`src/rtl/sel_data_fifo.sv`:
```
// Purpose: buffers Mux32 select-stage words toward the next stage using valid/ready.
// Latency: 1 cycle from push to Data_out/Valid_out (first-word-fall-through, no same-cycle bypass).
// Backpressure: Ready_out drops when full; writes while full are dropped and set sticky Overrun.
module sel_data_fifo #(
    parameter int WIDTH = 32,
    parameter int DEPTH = 4,
    parameter int CNTW  = 3
) (
    input  logic             Clk,
    input  logic             Rst_n,
    input  logic [WIDTH-1:0] Data_in,
    input  logic             Valid_in,
    output logic             Ready_out,
    output logic [WIDTH-1:0] Data_out,
    output logic             Valid_out,
    input  logic             Ready_in,
    output logic [CNTW-1:0]  Count_out,
    output logic             Overrun
);

    localparam int AW = $clog2(DEPTH);

    logic [WIDTH-1:0] mem_q [DEPTH];
    logic [AW-1:0]    wr_ptr_q, wr_ptr_d;
    logic [AW-1:0]    rd_ptr_q, rd_ptr_d;
    logic [CNTW-1:0]  count_q, count_d;
    logic             overrun_q, overrun_d;

    logic full, empty, push, pop;

    // Flow-control flags come only from the registered count, so no input reaches an output.
    assign full  = (count_q == CNTW'(DEPTH));
    assign empty = (count_q == '0);
    assign push  = Valid_in & ~full;
    assign pop   = Ready_in & ~empty;

    assign Ready_out = ~full;
    assign Valid_out = ~empty;
    assign Count_out = count_q;
    assign Overrun   = overrun_q;
    // Head word is forced to zero while empty so stale storage never leaks out.
    assign Data_out  = empty ? '0 : mem_q[rd_ptr_q];

    // Next-state for pointers, occupancy and the sticky overrun flag.
    always_comb begin
        wr_ptr_d  = wr_ptr_q;
        rd_ptr_d  = rd_ptr_q;
        count_d   = count_q;
        overrun_d = overrun_q;
        if (push) begin
            wr_ptr_d = wr_ptr_q + AW'(1);
        end
        if (pop) begin
            rd_ptr_d = rd_ptr_q + AW'(1);
        end
        if (push && !pop) begin
            count_d = count_q + CNTW'(1);
        end else if (pop && !push) begin
            count_d = count_q - CNTW'(1);
        end
        // A full FIFO refuses the write even if a pop frees a slot this cycle.
        if (Valid_in && full) begin
            overrun_d = 1'b1;
        end
    end

    // Control state with synchronous active-low reset; reset overrides any transfer.
    always_ff @(posedge Clk) begin
        if (!Rst_n) begin
            wr_ptr_q  <= '0;
            rd_ptr_q  <= '0;
            count_q   <= '0;
            overrun_q <= 1'b0;
        end else begin
            wr_ptr_q  <= wr_ptr_d;
            rd_ptr_q  <= rd_ptr_d;
            count_q   <= count_d;
            overrun_q <= overrun_d;
        end
    end

    // Storage is deliberately not cleared by reset; writes are suppressed during reset.
    always_ff @(posedge Clk) begin
        if (Rst_n && push) begin
            mem_q[wr_ptr_q] <= Data_in;
        end
    end

endmodule
```
`config.mk`:
```
export PLATFORM = sky130hd
export DESIGN_NAME = sel_data_fifo
export DESIGN_NICKNAME = d
export VERILOG_FILES = /design/src/rtl/sel_data_fifo.sv
export SDC_FILE = /design/constraint.sdc
export NUM_CORES = 1
export LEC_CHECK = 0
export BUFFER_PORTS_ARGS = -buffer_cell sky130_fd_sc_hd__buf_2
export CORE_AREA = 2 2 110 112
export CTS_CLUSTER_SIZE = 12
export DETAILED_ROUTE_END_ITERATION = 16
export DIE_AREA = 0 0 112 114
export HOLD_SLACK_MARGIN = 0.03
export PLACE_DENSITY = 0.67
export SETUP_SLACK_MARGIN = 0.15
export SYNTH_ARGS = -nofsm -noshare
export SYNTH_HDL_FRONTEND = slang
export SYNTH_SLANG_ARGS = --single-unit
```
`constraint.sdc`:
```
create_clock -name Clk -period 2.4 [get_ports Clk]
set_input_delay 0.36 -clock Clk [delete_from_list [all_inputs] [get_ports Clk]]
set_output_delay 0.36 -clock Clk [all_outputs]
set_load 0.05 [all_outputs]
```
==> run_results.csv <==
group,metric,value,unit
final_layout,diodes,0,
clock_tree,clk_path_buf_depth,2,
final_layout,stdcell_count,514,
synthesis,synth_area_per_cell,21.3,um^2
pwr,power,9130,uW
setup_path,startpoint_type,"register",
final_layout,syn_to_final_growth,28.8,%
final_layout,fillers,883,
setup_path,reg2reg_setup_slack,0.38,ns
floorplan,core,11700,um^2
setup_path,crit_buf_inv,2,
sta,worst_pin_slew,0.354,ns
setup_path,r2r_start,"Count_out[2]",
sta,finalCriticalPeriod,2.25,ns
floorplan,fp-row-count,40,
placed_design,placed_cells,476,
clock_tree,htree_levels,4,
sta,finalCritPeriodShare,93.7,%
floorplan,fp.dieW,112,um
pwr,p_per_area,1300,nW/um^2
routing,drtPass1Iterations,4,
sta,rsz0062_at_grt,"true",
sta,final-setup-viol-count,0,
sta,fmax,445,MHz
floorplan,die_y,114,um
final_layout,postLayoutCoreUtil,59.8,%
global_routing,use_met3,4.30,%
floorplan,io_pins,74,
routing,wl_per_cell,19.2,um
global_routing,grt.busiest_layer,"met2",
global_routing,grtUsageMet2,26.5,%
routing,wirelength,9.86,mm
setup_path,endpoint,"Data_out[19]",
placed_design,post_dp_cell_area,6040,um^2
setup_path,slowest_stage,"dfxtp_4",
synthesis,syn-num-nets,297,
global_routing,use_met1,19.9,%
global_routing,overflow,0,
sta,hold_viol,0,
global_routing,antenna_found_initial,0,
clock_tree,cts_buffers,17,
clock_tree,clk_latency,0.41,ns
synthesis,yosys_warnings,0,
floorplan,dieArea,12800,um^2
setup_path,end_kind,"primary output",
floorplan,start_util,46.5,%
sta,finClkSkew,0.00784,ns
routing,drtIter0Drc,158,
synthesis,yosysSeqAreaShare,74.3,%
synthesis,synth_seq_cells,138,
setup_path,cp.depth,4,
setup_path,cp.required,2.04,ns
routing,drc,0,
worst_hold_path,hold_class,"in2reg",
placed_design,dp_hpwl,5.79,mm
final_layout,drive_gt1_share,47.7,%
pwr,p_leak,0.00247,uW
status,status,"finished clean",
synthesis,synth_cell_types,27,
routing,vias,2658,
setup_path,path_cells,"clkbuf_16 -> mux4_2 -> nor2b_1 -> buf_6",
final_layout,final_nets,396,
final_layout,design_area,7010,um^2
global_routing,grt_pass1_vias,2751,
synthesis,syn_area,5440,um^2
sta,fin_tns_setup,0,ns
global_routing,grt_use_total,16.0,%
flow_run,max_cap_viol_count,0,
setup_path,worstPathMaxFanout,8,
sta,slew_headroom,76.4,%
placed_design,portBuffers,73,
routing,viasPerCell,5.17,
setup_path,reg2reg_to,"Count_out[2]",
clock_tree,cts_tree,"built",
clock_tree,clkTransAtPathRegs,0.06,ns
routing,ant_nets,0,
setup_path,timing_worst_setup_path_type,"reg2out",
setup_path,crit_family,"flip-flops",
clock_tree,clock-sinks,138,
final_layout,layout_commonest_cell,"edfxtp_1",
global_routing,grt_pass1_wl,14.8,mm
clock_tree,hold_buffers,0,
setup_path,reg2regPathDepth,7,
clock_tree,cts_root_buf,"clkbuf_16",
setup_path,cp.arrival,1.89,ns
final_layout,mostFrequentLayoutCells,"128 x edfxtp_1, 41 x buf_2, 33 x buf_6, 32 x mux4_2, 24 x nor2b_1",
placed_design,globalplace.congestion,0.740,
global_routing,grt_max_degree,36,
sta,slew_viol_final,0,
setup_path,critPathMaxStageDelay,0.48,ns
pwr,max-vdd-ir-drop,0.000688,V
synthesis,synthCells,255,
==> kinds of logic (layout without fill, tap and decap cells) <==
| group | count (synthesis) | after routing | synth area share (%) |
|---|---|---|---|
| AOI/OAI and AO/OA | 7 | 7 | 1.01 |
| adders and majority gates | 6 | 6 | 1.52 |
| and+or+nand+nor | 51 | 51 | 6.55 |
| DFF | 138 | 138 | 74.3 |
| muxes | 35 | 35 | 13.9 |
| xor gates and xnor gates | 3 | 3 | 0.483 |
| buffers and inverters | 15 | 127 | 2.21 |
==> cells in the mapped netlist, drive strengths merged <==
cell type	n	area [um^2]
edfxtp	128	3840
nor2b	34	258
mux4	32	728
buf	10	101
dfxtp	10	200
nand2	6	22.5
ha	5	62.6
and3	4	25.0
inv	4	15.0
a21boi	3	26.3
and2	3	18.8
mux2i	3	30.0
o21ai	2	10.0
or3	2	12.5
xnor2	2	17.5
a31oi	1	6.26
clkbuf	1	3.75
fa	1	20.0
nor2	1	3.75
nor3	1	16.3
o31ai	1	12.5
xor2	1	8.76
==> layout make-up <==
| cell class | count | area, um^2 | share of cell area (%) |
|---|---|---|---|
| flip-flops and latches | 138 | 4060 | 57.9 |
| clock buffers | 17 | 425 | 6.07 |
| clock inverters | 15 | 199 | 2.84 |
| repair buffers | 91 | 817 | 11.7 |
| inverters | 4 | 15.0 | 0.214 |
| well taps | 147 | 184 | 2.62 |
| multi-input cells | 102 | 1310 | 18.7 |
==> per-layer routing <==
metal / routed length [um] / vias to the layer above
met2: 5310 / 55
met1: 4080 / 1374
met4: 140 / 0
met3: 325 / 11
li1: - / 1218
met5: 0 / -
==> timing repair <==
action	CTS	global route
endpoints found under the hold margin	0	0
gates cloned	1	2
setup endpoints to repair	28	32
gates resized for setup	27	63
setup buffers	2	1
==> metrics by stage <==
step	setup WS [ns]	hold slack [ns]
5_1_grt	0.0926	0.154
2_1_floorplan	0.150	0.459
3_5_place_dp	0.287	0.485
6_report	0.151	0.164
3_3_place_gp	0.367	0.474
4_1_cts	0.0972	0.145
==> worst min path at each step <==
| stage | startpoint | depth (start not counted) | slack, ns | endpoint |
|---|---|---|---|---|
| after global placement | Overrun | 2 | 0.47 | Overrun |
| final | Data_in[19] | 1 | 0.16 | mem_q[0][19] |
| after global routing | Data_in[9] | 1 | 0.15 | mem_q[2][9] |
| after CTS | Data_in[29] | 1 | 0.15 | mem_q[3][29] |
| after detailed placement | Overrun | 2 | 0.48 | Overrun |
| after floorplan | Data_in[0] | 0 | 0.46 | mem_q[0][0] |
==> power by group <==
| group | leakage [uW] | total [uW] | switching (uW) | internal, uW |
|---|---|---|---|---|
| clock | 0.000295 | 2700 | 966 | 1740 |
| sequential | 0.00125 | 2960 | 137 | 2820 |
| combinational | 0.000924 | 3460 | 1990 | 1470 |
==> state kept, by name (all words and copies together), names as in the netlist, named ones only <==
signal / cells
rd_ptr_q: 2
Count_out: 3
mem_q: 128
wr_ptr_q: 2
Overrun: 1
==> worst register-to-register path, stage by stage, from the launching register on <==
cell and delay (ns):
dfxtp_2 0.38, o31ai_4 0.29, ha_1 0.23, inv_1 0.06, fa_1 0.37, xor2_1 0.16
or3_1 0.30, a21boi_0 0.16
No activity file was read; power rests on OpenSTA's default activity.
